<file path="config.mk">
export PLATFORM = sky130hd
export DESIGN_NAME = mvb_manchester_tx_flat
export DESIGN_NICKNAME = d
export VERILOG_FILES = /design/src/rtl/mvb_manchester_tx_pkg.sv /design/src/rtl/mvb_manchester_tx_if.sv /design/src/rtl/mvb_manchester_tx_symbol_gen.sv /design/src/rtl/mvb_manchester_tx.sv /design/src/flat_wrapper.sv
export SDC_FILE = /design/constraint.sdc
export NUM_CORES = 1
export LEC_CHECK = 0
export ABC_AREA = 0
export BUFFER_PORTS_ARGS = -buffer_cell sky130_fd_sc_hd__buf_4
export CORE_MARGIN = 1.5
export CORE_UTILIZATION = 53
export DETAILED_ROUTE_END_ITERATION = 12
export PLACE_DENSITY = 0.83
export SYNTH_ARGS = -nofsm -noshare
export SYNTH_HDL_FRONTEND = slang
export SYNTH_SLANG_ARGS = --single-unit
</file>
<file path="constraint.sdc">
create_clock -name clk_24M -period 3.5 [get_ports clk_24M]
set_input_delay 0.35 -clock clk_24M [delete_from_list [all_inputs] [get_ports clk_24M]]
set_output_delay 0.35 -clock clk_24M [all_outputs]
set_load 0.1 [all_outputs]
</file>
<file path="src/rtl/mvb_manchester_tx_pkg.sv">
// Shared types and constants for the MVB Manchester transmit path.
package mvb_pkg;

    localparam int DATA_W_DEF   = 16;
    localparam int BIT_CLKS_DEF = 16;
    localparam int DELIM_LEN    = 9;

    typedef enum logic [1:0] {
        SYM_ONE  = 2'd0,
        SYM_ZERO = 2'd1,
        SYM_NH   = 2'd2,
        SYM_NL   = 2'd3
    } sym_e;

    typedef enum logic [1:0] {
        IDLE  = 2'd0,
        DELIM = 2'd1,
        DATA  = 2'd2,
        END   = 2'd3
    } state_e;

    // Master-frame start delimiter; the leading ONE doubles as the start bit.
    localparam sym_e START_DELIM [DELIM_LEN] = '{
        SYM_ONE, SYM_NH, SYM_NL, SYM_ZERO, SYM_NH, SYM_NL, SYM_ZERO, SYM_ZERO, SYM_ZERO
    };

endpackage

</file>
<file path="src/rtl/mvb_manchester_tx_if.sv">
// Frame request handshake and line-side outputs of the Manchester transmitter.
interface mvb_manchester_tx_if #(
    parameter int DATA_W = 16
) ();

    logic              tx_start;
    logic [DATA_W-1:0] tx_data;
    logic              tx_busy;
    logic              tx_done;
    logic              line_out;
    logic              line_oe;

    modport master (
        output tx_start, tx_data,
        input  tx_busy, tx_done, line_out, line_oe
    );

    modport slave (
        input  tx_start, tx_data,
        output tx_busy, tx_done, line_out, line_oe
    );

endinterface

</file>
<file path="src/rtl/mvb_manchester_tx_symbol_gen.sv">
// Maps a line symbol and its phase within the bit time to a Manchester level.
module mvb_symbol_gen
    import mvb_pkg::*;
#(
    parameter  int BIT_CLKS = BIT_CLKS_DEF,
    localparam int PH_W     = $clog2(BIT_CLKS)
) (
    input  sym_e            sym,
    input  logic [PH_W-1:0] phase,
    output logic            level
);

    logic first_half_s;

    assign first_half_s = (phase < PH_W'(BIT_CLKS / 2));

    // Symbol-to-level decode
    always_comb begin
        level = 1'b0;
        case (sym)
            SYM_ONE:  level = first_half_s;
            SYM_ZERO: level = ~first_half_s;
            SYM_NH:   level = 1'b1;
            SYM_NL:   level = 1'b0;
            default:  level = 1'b0;
        endcase
    end

endmodule

</file>
<file path="src/rtl/mvb_manchester_tx.sv">
// MVB master-frame Manchester transmitter: start delimiter, data MSB first, NL end delimiter.
module mvb_manchester_tx
    import mvb_pkg::*;
#(
    parameter int DATA_W   = DATA_W_DEF,
    parameter int BIT_CLKS = BIT_CLKS_DEF
) (
    input  logic                 clk_24M,
    input  logic                 rst,
    mvb_manchester_tx_if.slave   bus
);

    localparam int PH_W  = $clog2(BIT_CLKS);
    localparam int CNT_W = 6;

    state_e            state_r, state_s;
    logic [PH_W-1:0]   phase_r, phase_s;
    logic [CNT_W-1:0]  cnt_r, cnt_s;
    logic [DATA_W-1:0] shift_r, shift_s;
    sym_e              sym_s;
    logic              level_s;
    logic              last_phase_s;
    logic              line_out_r, line_oe_r, tx_busy_r, tx_done_r;

    assign last_phase_s = (phase_r == PH_W'(BIT_CLKS - 1));

    // Next-state, counters and the symbol for the upcoming cycle
    always_comb begin
        state_s = state_r;
        phase_s = phase_r + PH_W'(1);
        cnt_s   = cnt_r;
        shift_s = shift_r;
        case (state_r)
            IDLE: begin
                phase_s = {PH_W{1'b0}};
                cnt_s   = {CNT_W{1'b0}};
                if (bus.tx_start) begin
                    state_s = DELIM;
                    shift_s = bus.tx_data;
                end else begin
                    state_s = IDLE;
                end
            end
            DELIM: begin
                if (last_phase_s) begin
                    if (cnt_r == CNT_W'(DELIM_LEN - 1)) begin
                        state_s = DATA;
                        cnt_s   = {CNT_W{1'b0}};
                    end else begin
                        cnt_s = cnt_r + CNT_W'(1);
                    end
                end else begin
                    cnt_s = cnt_r;
                end
            end
            DATA: begin
                if (last_phase_s) begin
                    shift_s = {shift_r[DATA_W-2:0], 1'b0};
                    if (cnt_r == CNT_W'(DATA_W - 1)) begin
                        state_s = END;
                        cnt_s   = {CNT_W{1'b0}};
                    end else begin
                        cnt_s = cnt_r + CNT_W'(1);
                    end
                end else begin
                    shift_s = shift_r;
                end
            end
            END: begin
                if (last_phase_s) begin
                    state_s = IDLE;
                    phase_s = {PH_W{1'b0}};
                end else begin
                    state_s = END;
                end
            end
            default: begin
                state_s = IDLE;
                phase_s = {PH_W{1'b0}};
                cnt_s   = {CNT_W{1'b0}};
            end
        endcase

        // Outputs are registered, so the level is computed for the state being entered
        sym_s = SYM_NL;
        case (state_s)
            DELIM:   sym_s = START_DELIM[cnt_s[3:0]];
            DATA:    sym_s = shift_s[DATA_W-1] ? SYM_ONE : SYM_ZERO;
            END:     sym_s = SYM_NL;
            IDLE:    sym_s = SYM_NL;
            default: sym_s = SYM_NL;
        endcase
    end

    mvb_symbol_gen #(.BIT_CLKS(BIT_CLKS)) u_symbol_gen (
        .sym   (sym_s),
        .phase (phase_s),
        .level (level_s)
    );

    // State, counters and registered line/handshake outputs
    always_ff @(posedge clk_24M or posedge rst) begin
        if (rst) begin
            state_r    <= IDLE;
            phase_r    <= {PH_W{1'b0}};
            cnt_r      <= {CNT_W{1'b0}};
            shift_r    <= {DATA_W{1'b0}};
            line_out_r <= 1'b0;
            line_oe_r  <= 1'b0;
            tx_busy_r  <= 1'b0;
            tx_done_r  <= 1'b0;
        end else begin
            state_r    <= state_s;
            phase_r    <= phase_s;
            cnt_r      <= cnt_s;
            shift_r    <= shift_s;
            line_out_r <= (state_s != IDLE) & level_s;
            line_oe_r  <= (state_s != IDLE);
            tx_busy_r  <= (state_s != IDLE);
            tx_done_r  <= (state_r != IDLE) && (state_s == IDLE);
        end
    end

    assign bus.line_out = line_out_r;
    assign bus.line_oe  = line_oe_r;
    assign bus.tx_busy  = tx_busy_r;
    assign bus.tx_done  = tx_done_r;

endmodule

</file>
<file path="src/flat_wrapper.sv">
// flat-port wrapper written by rule: the top's interface ports become plain ports
module mvb_manchester_tx_flat import mvb_pkg::*;
#(
    parameter int DATA_W   = DATA_W_DEF,
    parameter int BIT_CLKS = BIT_CLKS_DEF
)
  (clk_24M, rst, bus_tx_start, bus_tx_data, bus_tx_busy, bus_tx_done, bus_line_out, bus_line_oe);
  mvb_manchester_tx_if #(.DATA_W(DATA_W)) bus_i ();
  input  logic clk_24M;
  input  logic rst;
  input wire logic [$bits(bus_i.tx_start)-1:0] bus_tx_start;
  input wire logic [$bits(bus_i.tx_data)-1:0] bus_tx_data;
  output wire logic [$bits(bus_i.tx_busy)-1:0] bus_tx_busy;
  output wire logic [$bits(bus_i.tx_done)-1:0] bus_tx_done;
  output wire logic [$bits(bus_i.line_out)-1:0] bus_line_out;
  output wire logic [$bits(bus_i.line_oe)-1:0] bus_line_oe;
  assign bus_i.tx_start = bus_tx_start;
  assign bus_i.tx_data = bus_tx_data;
  assign bus_tx_busy = bus_i.tx_busy;
  assign bus_tx_done = bus_i.tx_done;
  assign bus_line_out = bus_i.line_out;
  assign bus_line_oe = bus_i.line_oe;
  mvb_manchester_tx #(.DATA_W(DATA_W), .BIT_CLKS(BIT_CLKS)) u_core (.clk_24M(clk_24M), .rst(rst), .bus(bus_i));
endmodule
</file>
# == Word-level counts from Yosys, hierarchy flattened ==
# Memory sizes are Yosys's and may differ from the RTL's.
# Index checks and enable logic that the tools add are counted.
# word_totals
regBits,31
mem_bits_ro,32
inputBits,19
output_inout_bits,4
elab_cells,65
memories,1
# op_classes
addsub,2
n_lt_le_gt_ge,2
eq_ne,15
muxes,22
bitwise_logic,3
reduce_logical,11
# memory_table
memory,depth,width,read_ports,rd_clocked_by_memory_dff,write_ports,line_no,source
(name not given),16,2,1,0,0,mvb_manchester_tx.sv:87,DELIM: sym_s = START_DELIM[cnt_s[3:0]];
# op_table
op,n
two-way mux 16 bit,2
one-hot mux 16 bit (2 select lines),1
two-way mux 6 bit,4
one-hot mux 6 bit (3 select lines),1
two-way mux 2 bit,7
== test 2 bit (second input constant),6
== test 6 x 4 -> 1 bit (second input constant),2
one-hot mux 2 bit (4 select lines),1
one-hot mux 4 bit (2 select lines),1
adder 6 x 1 -> 6 bit (second input constant),1
== test 2 x 1 -> 1 bit (second input constant),3
zero test 2 bit,3
one-hot mux 2 bit (3 select lines),1
AND reduction 3 bit,2
nonzero test 2 bit,3
>= comparator 5 bit (second input constant),1
inverter 4 -> 5 bit,1
adder 4 x 1 -> 4 bit (second input constant),1
== test 4 bit (second input constant),1
< comparator 4 bit (second input constant),1
two-way mux 4 bit,1
!= test 2 x 1 -> 1 bit (second input constant),2
one-hot mux 1 bit (4 select lines),1
nonzero test 3 bit,1
other kinds (6),7

# == Longest topological paths before layout ==
# logic_depth
ltp_word,12
depth_mapped,15
depth_no_buf,14

# == Cells and area by module ==
# From an unflattened synthesis, not the netlist that was laid out.
# hier_totals
hier_cells,185
area_unflattened_um2,1747.9
# by_module_without_submodules
mod,instances,cells_per_inst,area_each_um2,seq_area_each_um2
mvb_manchester_tx,1,183,1725.4,775.7
mvb_symbol_gen,1,2,22.5,0.0

# == Worst setup path after synthesis ==
# No wires, ideal clock.
# synth_path
path_kind,flip-flop to flip-flop
startpoint,register u_core.state_r[0]
endpoint,"register u_core.line_out_r, in the netlist u_core.bus.line_out"
setup_ns,0.090
arrival_ns,2.628
t_required_ns,3.410
setup_slack_ns,0.782
path_stages_with_launch,14
path_buffers,1
synth_period_minus_slack_ns,2.718
cell_sequence,dfrtp_1 -> inv_1 -> ha_1 -> clkbuf_2 -> or4b_1 -> nor2_1 -> nor2_1 -> nand3_1 -> a21o_1 -> ha_1 -> a31oi_1 -> o211ai_1 -> a2111o_1 -> o221ai_1
# synth_via
elab_chain_cells,10
elab_cells_between_ends,32
cone_classes,order compare: 1; eq/ne: 9; mux: 13; bitwise: 3; reduce/logical: 5; memory: 1
# synth_lines
element,line_no,source
"start, declared",mvb_manchester_tx.sv:16,"state_e state_r, state_s;"
"start signal, assigned",mvb_manchester_tx.sv:113,state_r <= state_s;
== test 2 bit (tied with other cells),mvb_manchester_tx.sv:33,case (state_r)
one-hot mux 6 bit (3 select lines),mvb_manchester_tx.sv:33,
inverter 4 -> 5 bit (not written as such),mvb_manchester_tx.sv:87,
memory (16 x 2 bit),n/a,
two-way mux 2 bit (not written as such) (2 in series),mvb_manchester_tx.sv:87,
one-hot mux 2 bit (3 select lines),mvb_manchester_tx.sv:86,case (state_s)
== test 2 bit (tied with other cells),mvb_manchester_tx_symbol_gen.sv:20,case (sym)
one-hot mux 1 bit (4 select lines),mvb_manchester_tx_symbol_gen.sv:20,
bitwise AND 1 bit (*),mvb_manchester_tx.sv:117,line_out_r <= (state_s != IDLE) & level_s;
"end signal, assigned",mvb_manchester_tx.sv:117,
"end, declared",mvb_manchester_tx.sv:23,"logic line_out_r, line_oe_r, tx_busy_r, tx_done_r;"
# Mark *: on every way between the ends. The rest lies on a longest branch, timed or not. The select of a mux whose other input is x is not followed.
# A chain may end at the register's enable or synchronous reset.

# == Final worst setup path ==
# layout_path
startpoint,register u_core.cnt_r[0]
endpoint,"register u_core.line_out_r, in the netlist u_core.bus.line_out"
# layout_via
elab_cells_between_ends,30
cone_classes,add/sub: 1; eq/ne: 8; mux: 14; bitwise: 2; reduce/logical: 4; memory: 1
# layout_lines
element,line_no,source
"start, declared",mvb_manchester_tx.sv:18,"logic [CNT_W-1:0] cnt_r, cnt_s;"
"start signal, assigned",mvb_manchester_tx.sv:106,cnt_r <= {CNT_W{1'b0}};
"start signal, assigned",mvb_manchester_tx.sv:115,cnt_r <= cnt_s;
"== test 6 x 4 -> 1 bit, on equally long branches","mvb_manchester_tx.sv:59, mvb_manchester_tx.sv:46",
"two-way mux 2 bit, on equally long branches","mvb_manchester_tx.sv:59, mvb_manchester_tx.sv:46",
"two-way mux 2 bit, on equally long branches","mvb_manchester_tx.sv:57, mvb_manchester_tx.sv:45",
one-hot mux 2 bit (4 select lines) (*),mvb_manchester_tx.sv:33,
net u_core.state_s[0],mvb_manchester_tx.sv:16,
== test 2 bit or zero test 2 bit (tied branches),mvb_manchester_tx.sv:86,
OR reduction 2 bit (no line),n/a,
one-hot mux 2 bit (3 select lines),mvb_manchester_tx.sv:86,
== test 2 bit (tied with other cells),mvb_manchester_tx_symbol_gen.sv:20,
one-hot mux 1 bit (4 select lines),mvb_manchester_tx_symbol_gen.sv:20,
bitwise AND 1 bit (*),mvb_manchester_tx.sv:117,
# Mark *: on every way through the listed nets, which the timed path passes. The rest lies on a longest branch. The select of a mux whose other input is x is not followed.

==> key figures <==
Clock tree
  – TritonCTS buffer count: 5
  – CTS tree: yes
  – Clk buf depth: 2
  – Worst-Skew Late Latency: 330 ps
  – Post-CTS Setup Bufs: 0
  – H-tree Lvls: 2
  – Resize count post-CTS: 0
  – Cts hold-fix bufs: 0
  – TritonCTS Sinks: 31
  – CTS clk-pin slew, worst paths: 100 ps
  – Clock Tree Root: clkbuf_4

Synthesis
  – Simple-gate share of the synthesized area: 16.2%
  – Distinct cells, synth: 43
  – Yosys reg bits: 31
  – Post-synthesis sequential area ratio: 43.1%
  – Ys async rst share: 100%
  – Syn Area/Cell: 9.53 sq um
  – Multiplexer share of the synthesized area: 1.95%
  – Syn Inst Count: 189
  – Synth area leaders: dfrtp_1 43%, ha_1 8.3%, a22oi_1 7.1%
  – Synth Flop Type: dfrtp_1
  – Largest family of logic cells by synthesized area: compound AO/OA/AOI/OAI gates
  – Synthesized area: 1800 sq um
  – Net Count, Synth: 220
  – Leading area contributor after synthesis: dfrtp_1
  – Compound-Gate Fraction of Synth Area: 23.8%
  – Synth warn: 0
  – Area share of the largest cell type after synthesis: 43.1%
  – Number of synthesized flops with an enable pin: 0
  – XOR/XNOR Fraction of Synth Area: 0.973%
  – Adder and majority gate portion of the synthesized area: 8.34%

STA
  – Final worst path period need: 3060 ps
  – RSZ-0062 raised after global routing: no
  – Period utilization: 87.3%
  – TNS Setup: 0 ps
  – Slew @ Worst Pin: 1160 ps
  – Worst clock skew: 9.39 ps
  – Hold Worst Slack: 252 ps
  – Relative slew slack: 22.4%
  – Fmax: 327 MHz
  – Setup violators final: 0
  – Pins Over Slew Limit: 0
  – Final Hold Vio Count: 0

GRT
  – Largest net degree at the start of global routing: 32
  – Initial antenna violation count: 0
  – Vias in the first global route: 1400
  – Remaining global-route overflow: 0
  – First-pass GRT wire length: 5990 microns
  – Gr usage total: 21.6%

Floorplan
  – Row count: 20
  – Die area: 3760 sq um
  – Chip height: 61.3 microns
  – Ports: 23
  – Core Box Area: 3130 sq um
  – Die width: 61.3 microns
  – Initial Util: 57.6%

Critical path
  – Max Fanout on Critical Path: 4
  – CP Data Required Time: 3700 ps
  – Worst path max stage delay: 600 ps
  – Worst path cell trace: inv_1, ha_1, or4b_2, nor2_1, nor2_1, o31ai_1, inv_1, ha_1, a311oi_1, a2111o_1, o221ai_1
  – Crit path max-delay cell type: or4b_2
  – CP startpoint kind: flip-flop
  – CP Capture Type: flip-flop
  – CP arrival: 3260 ps
  – Critical setup path kind: flip-flop to flip-flop

Place
  – GP Congestion: 0.808
  – DP HPWL: 2710 microns
  – PortBufs: 22
  – Placed Cells: 250

Power
  – Pleak: 0.953 nW
  – Total power draw: 0.00140 W
  – Peak VDD IR: 0.384 mV
  – Power per cell area: 672 nW/um^2

Finish
  – ANT cells: 0
  – Finished Layout Cells: 258
  – Fraction of layout cells with a size suffix above 1: 20.6%
  – Most frequent cells in the layout: 31 x dfrtp_1, 27 x buf_4, 26 x nor2_1
  – # nets final: 244
  – Area grow syn2layout: 15.4%
  – Leading cell type in the layout, fill and taps excluded: dfrtp_1

Detailed routing
  – First-pass DRT Iterations: 4
  – Routed Antenna Nets: 0
  – Total Wirelength: 3690 microns
  – WL/cell: 14.3 microns
  – Via count: 1484
  – Number of DRC markers in iteration 0: 95
  – Post-DR vias/cell: 5.75
  – DRC errors left: 0

Min path
  – Hold Crit Class: input pin to flip-flop

Run status
  – Status: finished clean

Run
  – Max cap viols: 0
## path summary, 6_finish.rpt
kind,to,cells past startpoint,slack (ps),start
min in group asynchronous,u_core.cnt_r[0],2,310,rst
hold / removal,u_core.shift_r[0],3,250,bus_tx_data[0]
setup reg to reg,u_core.bus.line_out,11,440,u_core.cnt_r[0]
setup / recovery,u_core.bus.line_out,11,440,u_core.cnt_r[0]
hold reg to reg,u_core.phase_r[0],1,470,u_core.phase_r[0]
max in group asynchronous,u_core.cnt_r[3],2,2480,rst
## flip-flops by register name (all words and copies together), names as in the netlist
register	count
u_core.cnt_r	6
u_core.bus.line_out	1
u_core.shift_r	16
u_core.phase_r	4
u_core.state_r	2
u_core.bus.line_oe	1
u_core.bus.tx_done	1
## critical path: cells and delay by family (launching register included)
kind                     cells  cell delay, ps
buffers and inverters        2             210
adder cells (fa/ha/maj)      2             410
AND/OR/NAND/NOR              3             810
flip-flops                   1             420
AO/OA/AOI/OAI                4            1070
## area by class of cell
cell class | instances | area, sq um
repair buffers | 27 | 203
fillers | 256 | 1050
clock buffers | 8 | 68.8
well taps | 44 | 55.1
inverters | 13 | 48.8
flip-flops and latches | 31 | 776
multi-input cells | 135 | 926
## stage by stage
step	setup WS [ps]	utilization [%]	area, sq um
5_1_grt	264	66.4	2080
3_5_place_dp	459	64.2	2010
6_report	445	66.4	2080
2_1_floorplan	782	-	1800
3_3_place_gp	644	64.2	2010
4_1_cts	450	66.4	2080
## power by group
group	internal, W	switching [W]	total [W]
clock network	0.000118	0.000120	0.000238
registers	0.000484	0.0000740	0.000558
logic	0.000198	0.000403	0.000600
## synth_stat cells (2+ instances only)
master and number:
a22oi_1 17, mux2i_1 2, or3_1 2, a21oi_1 24, ha_1 12, nor3_1 3, a31oi_1 2, inv_1 13
nor2_1 26, o21ai_0 5, xor2_1 2, o31ai_1 2, a21o_1 2, nand3_1 4, dfrtp_1 31, buf_4 2
clkbuf_1 6, o211ai_1 2, nand2_1 7, nand2b_1 2
## cells by family after synthesis
logic type / after synthesis
flops: 31
simple gates: 55
fa+ha+maj: 12
xor+xnor: 2
compound gates: 63
mux: 3
buf+inv: 23
## layer usage
| metal | vias to the layer above | global-route usage [%] | share of wire [%] |
|---|---|---|---|
| li1 | 727 | - | - |
| met1 | 711 | 25.8 | 43 |
| met2 | 38 | 36.6 | 52 |
| met3 | 8 | 4.62 | 3.4 |
| met4 | 0 | 11.2 | 1.8 |
| met5 | - | 0 | 0 |
Note: power is estimated with default switching activity, not from simulation.
